File: config.mk
export PLATFORM = sky130hd
export DESIGN_NAME = uart_tx_serializer
export DESIGN_NICKNAME = d
export VERILOG_FILES = /design/src/rtl/uart_tx_serializer.sv
export SDC_FILE = /design/constraint.sdc
export NUM_CORES = 1
export LEC_CHECK = 0
export CORE_MARGIN = 2
export CORE_UTILIZATION = 54
export CTS_BUF_LIST = sky130_fd_sc_hd__clkbuf_4
export DETAILED_ROUTE_END_ITERATION = 10
export MAX_ROUTING_LAYER = met4
export PLACE_DENSITY = 0.86
export SLEW_MARGIN = 20
export SYNTH_ARGS = -nofsm -noshare
export SYNTH_HDL_FRONTEND = slang
export SYNTH_SLANG_ARGS = --single-unit
File: constraint.sdc
create_clock -name CLK_I -period 3.65 [get_ports CLK_I]
set_input_delay 0.9125 -clock CLK_I [delete_from_list [all_inputs] [get_ports CLK_I]]
set_output_delay 0.9125 -clock CLK_I [all_outputs]
set_load 0.02 [all_outputs]
File: src/rtl/uart_tx_serializer.sv
// UART transmit serializer: one-byte holding register feeding a framed shift-out FSM.
// Optional parity support is compiled in when UART_TX_PARITY_EN is defined.
module uart_tx_serializer #(
  parameter int DIV_W      = 16,
  parameter int OVERSAMPLE = 16
) (
  input  logic             CLK_I,
  input  logic             RST_I,
  input  logic [DIV_W-1:0] divisor_i,
  input  logic [7:0]       lcr_i,
  input  logic [7:0]       tx_data_i,
  input  logic             tx_valid_i,
  output logic             tx_ready_o,
  output logic             txd_o,
  output logic             thre_o,
  output logic             temt_o,
  output logic             thre_pulse_o
);

  localparam int TICK_W = (OVERSAMPLE > 1) ? $clog2(OVERSAMPLE) : 1;
  localparam logic [TICK_W-1:0] TICK_LAST = TICK_W'(OVERSAMPLE - 1);

`ifdef UART_TX_PARITY_EN
  typedef enum logic [2:0] {IDLE, START, DATA, PARITY, STOP} state_e;
  localparam int LCR_W = 4;
`else
  typedef enum logic [2:0] {IDLE, START, DATA, STOP} state_e;
  localparam int LCR_W = 3;
`endif

  state_e             state_q, state_d;
  logic [7:0]         thr_q, thr_d;
  logic               thr_full_q, thr_full_d;
  logic [7:0]         shift_q, shift_d;
  logic [2:0]         bit_cnt_q, bit_cnt_d;
  logic               stop_cnt_q, stop_cnt_d;
  logic [LCR_W-1:0]   lcr_q, lcr_d;
  logic [DIV_W-1:0]   div_q, div_d;
  logic [DIV_W-1:0]   presc_q, presc_d;
  logic [TICK_W-1:0]  tick_q, tick_d;
  logic               txd_q, txd_d;
  logic               pulse_q, pulse_d;
  logic               par_q, par_d;

  logic               accept;
  logic               load;
  logic               bit_adv;
  logic [DIV_W-1:0]   div_last;
  logic [2:0]         n_last;
  logic               unused_lcr;

`ifdef UART_TX_PARITY_EN
  assign unused_lcr = lcr_i[7];

  // Parity covers only the bits inside the configured word length.
  function automatic logic calc_parity(input logic [7:0] d, input logic [1:0] wl,
                                       input logic eps, input logic stick);
    logic [7:0] mask;
    case (wl)
      2'd0:    mask = 8'h1F;
      2'd1:    mask = 8'h3F;
      2'd2:    mask = 8'h7F;
      default: mask = 8'hFF;
    endcase
    if (stick) return !eps;
    return eps ? ^(d & mask) : ~^(d & mask);
  endfunction
`else
  assign unused_lcr = ^{lcr_i[7], lcr_i[5:3]};
`endif

  assign accept   = tx_valid_i && !thr_full_q;
  assign div_last = (div_q == '0) ? '0 : div_q - DIV_W'(1);
  assign bit_adv  = (presc_q == div_last) && (tick_q == TICK_LAST);
  assign n_last   = 3'd4 + 3'(lcr_q[1:0]);

  always_comb begin
    state_d    = state_q;
    thr_d      = thr_q;
    thr_full_d = thr_full_q;
    shift_d    = shift_q;
    bit_cnt_d  = bit_cnt_q;
    stop_cnt_d = stop_cnt_q;
    lcr_d      = lcr_q;
    div_d      = div_q;
    presc_d    = presc_q;
    tick_d     = tick_q;
    par_d      = par_q;
    pulse_d    = 1'b0;
    load       = 1'b0;

    if (state_q != IDLE) begin
      if (presc_q == div_last) begin
        presc_d = '0;
        tick_d  = (tick_q == TICK_LAST) ? '0 : tick_q + TICK_W'(1);
      end else begin
        presc_d = presc_q + DIV_W'(1);
      end
    end

    case (state_q)
      IDLE:  if (thr_full_q) load = 1'b1;
      START: if (bit_adv) state_d = DATA;
      DATA: begin
        if (bit_adv) begin
          if (bit_cnt_q == n_last) begin
            stop_cnt_d = 1'b0;
`ifdef UART_TX_PARITY_EN
            state_d = lcr_q[3] ? PARITY : STOP;
`else
            state_d = STOP;
`endif
          end else begin
            shift_d   = shift_q >> 1;
            bit_cnt_d = bit_cnt_q + 3'd1;
          end
        end
      end
`ifdef UART_TX_PARITY_EN
      PARITY: if (bit_adv) state_d = STOP;
`endif
      STOP: begin
        if (bit_adv) begin
          if (stop_cnt_q == lcr_q[2]) begin
            // Back-to-back frames: reload straight into START with no idle bit.
            if (thr_full_q) load = 1'b1;
            else            state_d = IDLE;
          end else begin
            stop_cnt_d = 1'b1;
          end
        end
      end
      default: state_d = IDLE;
    endcase

    if (load) begin
      state_d    = START;
      shift_d    = thr_q;
      lcr_d      = lcr_i[LCR_W-1:0];
      div_d      = divisor_i;
      presc_d    = '0;
      tick_d     = '0;
      bit_cnt_d  = '0;
      stop_cnt_d = 1'b0;
      thr_full_d = 1'b0;
      pulse_d    = 1'b1;
`ifdef UART_TX_PARITY_EN
      par_d      = calc_parity(thr_q, lcr_i[1:0], lcr_i[4], lcr_i[5]);
`else
      par_d      = 1'b0;
`endif
    end

    if (accept) begin
      thr_d      = tx_data_i;
      thr_full_d = 1'b1;
    end

    // Line level is derived from the next state so it lines up with the state register.
    case (state_d)
      START:   txd_d = 1'b0;
      DATA:    txd_d = shift_d[0];
`ifdef UART_TX_PARITY_EN
      PARITY:  txd_d = par_d;
`endif
      default: txd_d = 1'b1;
    endcase
    if (lcr_i[6]) txd_d = 1'b0;
  end

  always_ff @(posedge CLK_I or negedge RST_I) begin
    if (!RST_I) begin
      state_q    <= IDLE;
      thr_q      <= '0;
      thr_full_q <= 1'b0;
      shift_q    <= '0;
      bit_cnt_q  <= '0;
      stop_cnt_q <= 1'b0;
      lcr_q      <= '0;
      div_q      <= '0;
      presc_q    <= '0;
      tick_q     <= '0;
      txd_q      <= 1'b1;
      pulse_q    <= 1'b0;
      par_q      <= 1'b0;
    end else begin
      state_q    <= state_d;
      thr_q      <= thr_d;
      thr_full_q <= thr_full_d;
      shift_q    <= shift_d;
      bit_cnt_q  <= bit_cnt_d;
      stop_cnt_q <= stop_cnt_d;
      lcr_q      <= lcr_d;
      div_q      <= div_d;
      presc_q    <= presc_d;
      tick_q     <= tick_d;
      txd_q      <= txd_d;
      pulse_q    <= pulse_d;
      par_q      <= par_d;
    end
  end

  assign tx_ready_o   = !thr_full_q;
  assign thre_o       = !thr_full_q;
  assign temt_o       = !thr_full_q && (state_q == IDLE);
  assign txd_o        = txd_q;
  assign thre_pulse_o = pulse_q;

endmodule

==> impl_metrics.json <==
{
  "outcome": "complete, no violations",
  "combinationalPowerShare": 0.459,
  "r2r_cells": 10,
  "hold_start": "thr_q[3]",
  "r2r-end": "div_q[0]",
  "die_h_um": 91.19,
  "stdcell_area_mm2": 0.004885,
  "final_util": 0.6699,
  "p_leak_nw": 1.997,
  "cp-end-kind": "flop",
  "cpPeakStageDelay_ns": 0.65,
  "cts_tree": "done",
  "synth_cells": 408,
  "grt_busiest_layer": "met2",
  "path_delay_family": "simple AND/OR/NAND/NOR gates",
  "switchingPower_mw": 1.357,
  "antenna_found_initial": 0,
  "max_freq_mhz": 282.9,
  "power_density_mw_per_mm2": 673.2,
  "ys_top_cells_by_count": "dfrtp_1, nor2_1, mux2_2",
  "clkLatencyLatePin_ns": 0.44,
  "grt_pass1_wl_um": 15970,
  "instances_no_fill": 560,
  "yosys-top-cells-area": "dfrtp_1, mux2_2, xor2_1",
  "max-vdd-ir-drop_mv": 0.3776,
  "hpwl_um": 6660,
  "diodes": 0,
  "r2r-start": "div_q[2]",
  "synth_top_area_cell": "dfrtp_1",
  "grt_use_met3": 0.04647,
  "drt-total-wl_um": 9584,
  "setup_violations": 0,
  "multi_input_comb_area_mm2": 0.002352,
  "holdWs_ns": 0.5108,
  "drive_gt1_frac": 0.2299,
  "row_count": 31,
  "crit_fanout": 16,
  "syn_nets": 447,
  "dieArea_mm2": 0.008316,
  "r2r_setup_slack_ns": 0.12,
  "final_nets": 495,
  "synth_top_area_share": 0.3901,
  "area.sequential_mm2": 0.001629,
  "switching_share": 0.4128,
  "cpMaxStageDelayCell": "or4_4",
  "grt_usage": 0.2453,
  "grt-ovfl-total": 0,
  "synth.most_common_cell": "dfrtp_1",
  "ant_nets": 0,
  "portBuffers": 35,
  "ys_warn_count": 0,
  "grt_pass1_vias": 3427,
  "root_buffer": "clkbuf_4",
  "period_minus_slack_ns": 3.535,
  "ys.flop_type": "dfrtp_1",
  "slew_headroom": 0.4400,
  "drtIter0Drc": 231,
  "slew_violations": 0,
  "io_pins": 40,
  "hold_depth": 1,
  "post_drt_wl_per_cell_um": 17.11,
  "worstSetupPathType": "flop to flop",
  "htreeDepth": 3,
  "place_congestion": 0.9080,
  "clk_path_buf_depth": 2,
  "worstPathCellList": "or4_4, o21a_1, or4_4, a311oi_4, o31ai_2, nor3_2, nand3_4, nand2_2, buf_12, mux2_2",
  "synth.distinct_cells": 77,
  "internal_power_mw": 1.931,
  "die_x_um": 91.19,
  "start_util": 0.5630,
  "synth_area_mm2": 0.004105,
  "tightest_slew_ns": 0.8400,
  "ys_ff_latch": 65,
  "placed_cell_area_mm2": 0.004621,
  "period_share": 0.9685,
  "maxCapViolCount": 0,
  "ys_seq_area_frac": 0.3965,
  "crit_buf_inv": 1,
  "fp.coreArea_mm2": 0.007292,
  "hold_violations": 0,
  "cp_common_cell": "or4_4",
  "drt-vias-per-instance": 6.054,
  "startpoint_type": "flop",
  "use_met1": 0.3107,
  "clk_pin_slew_ns": 0.14,
  "clkSinkCount": 65,
  "synth_edf_count": 0,
  "p_seq_frac": 0.377,
  "hp-class": "flop to flop",
  "cts_buffers": 9,
  "synthArstFlopShare": 1.000,
  "first_pass_iters": 5,
  "dp.cells": 541,
  "whs_endpoint": "shift_q[3]",
  "num_vias": 3390,
  "crit_required_ns": 3.97,
  "syn_area_per_cell_um2": 10.06,
  "worstPathArrival_ns": 3.86,
  "skew_ns": 0.01834,
  "areaGrowthSynthToFinish_pct": 18.99,
  "grt_max_degree": 38,
  "drc": 0,
  "pwr-share-clk": 0.164,
  "met2_usage": 0.3963,
  "nFillCells": 589
}
metal layers:
layer  share of wire  vias up
li1                -     1598
met1            0.44     1655
met2            0.49      120
met3           0.056       17
met4           0.019        0
met5               0        -
layout by cell type (no fill, tap or decap), types with 5 or more instances in the layout:
cell type,n
nand4_1,8
inv_6,5
o211ai_1,5
nand3_1,10
clkdlybuf4s50_1,34
clkbuf_4,9
and4_1,6
nand2_1,16
o21ai_0,12
mux2i_1,5
and3_1,5
a21o_1,5
mux2_2,26
inv_1,16
a31oi_1,5
a211o_1,7
nor3_1,15
a21oi_1,7
and2_1,8
xnor2_1,12
dfrtp_1,63
xor2_1,18
nor2_1,34
buf_4,24
or3_1,6
registers in the layout, indices dropped and copies added (netlist names):
name	count
thre_pulse_o	1
state_q	3
bit_cnt_q	3
presc_q	16
tick_q	4
div_q	16
stop_cnt_q	1
lcr_q	3
thr_q	8
shift_q	8
txd_o	1
thr_full_q	1
repair_timing:
action | in CTS | in global routing
resized for setup | 0 | 13
setup buffers | 0 | 2
setup endpoints to repair | 0 | 33
hold buffers | 0 | 0
final cells by class:
cell class,count,share of cell area
multi-input combinational,303,0.4816
timing repair buffer,61,0.1168
sequential,65,0.3335
tap,99,0.02536
clock buffer,9,0.01383
clock inverter,7,0.01665
inverter,16,0.01230
worst reg2reg max path: cells and delay by family (launching register included):
kind	cells	cell delay, ns
buffers and inverters	1	0.19
AND/OR/NAND/NOR	5	1.71
flip-flops	1	0.40
AO/OA/AOI/OAI	3	0.77
multiplexers	1	0.37
power groups by stage:
stage                     combinational, mW  sequential (mW)  clock, mW
after global placement                 1.36             1.23          0
after floorplan                        1.09             1.17          0
after CTS                              1.43             1.23      0.542
after detailed placement               1.43             1.24          0
after global routing                   1.63             1.28      0.574
final                                  1.51             1.24      0.540
worst max path at each step:
stage             start         to  slack (ns)  depth (start not counted)
2_1_floorplan  div_q[6]  div_q[15]        0.26                         12
3_3_place_gp   div_q[0]  div_q[13]        0.14                         12
3_5_place_dp   div_q[0]   div_q[5]        0.04                         12
4_1_cts        div_q[0]   div_q[5]        0.02                         12
5_1_grt        div_q[2]   div_q[6]      -0.007                         10
6_report       div_q[2]   div_q[0]        0.12                         10
cell families (layout without fill, tap and decap cells):
family	count (synthesis)	after routing	share of synthesized area
mux	34	34	0.09448
buf+inv	40	93	0.04846
flops	65	65	0.3965
simple gates	154	154	0.2310
xor+xnor	30	30	0.06400
other cells	1	1	0.0009135
compound gates	80	80	0.1524
fa+ha+maj	4	4	0.01219
per-stage QoR:
step,worst slack (ns),TNS (ns),power (mW)
2_1_floorplan,0.2612,0,2.263
3_5_place_dp,0.03788,0,2.671
3_3_place_gp,0.1396,0,2.595
4_1_cts,0.01512,0,3.205
6_report,0.1150,0,3.289
5_1_grt,-0.006759,-0.02032,3.491
No activity file was read; power rests on OpenSTA's default activity.
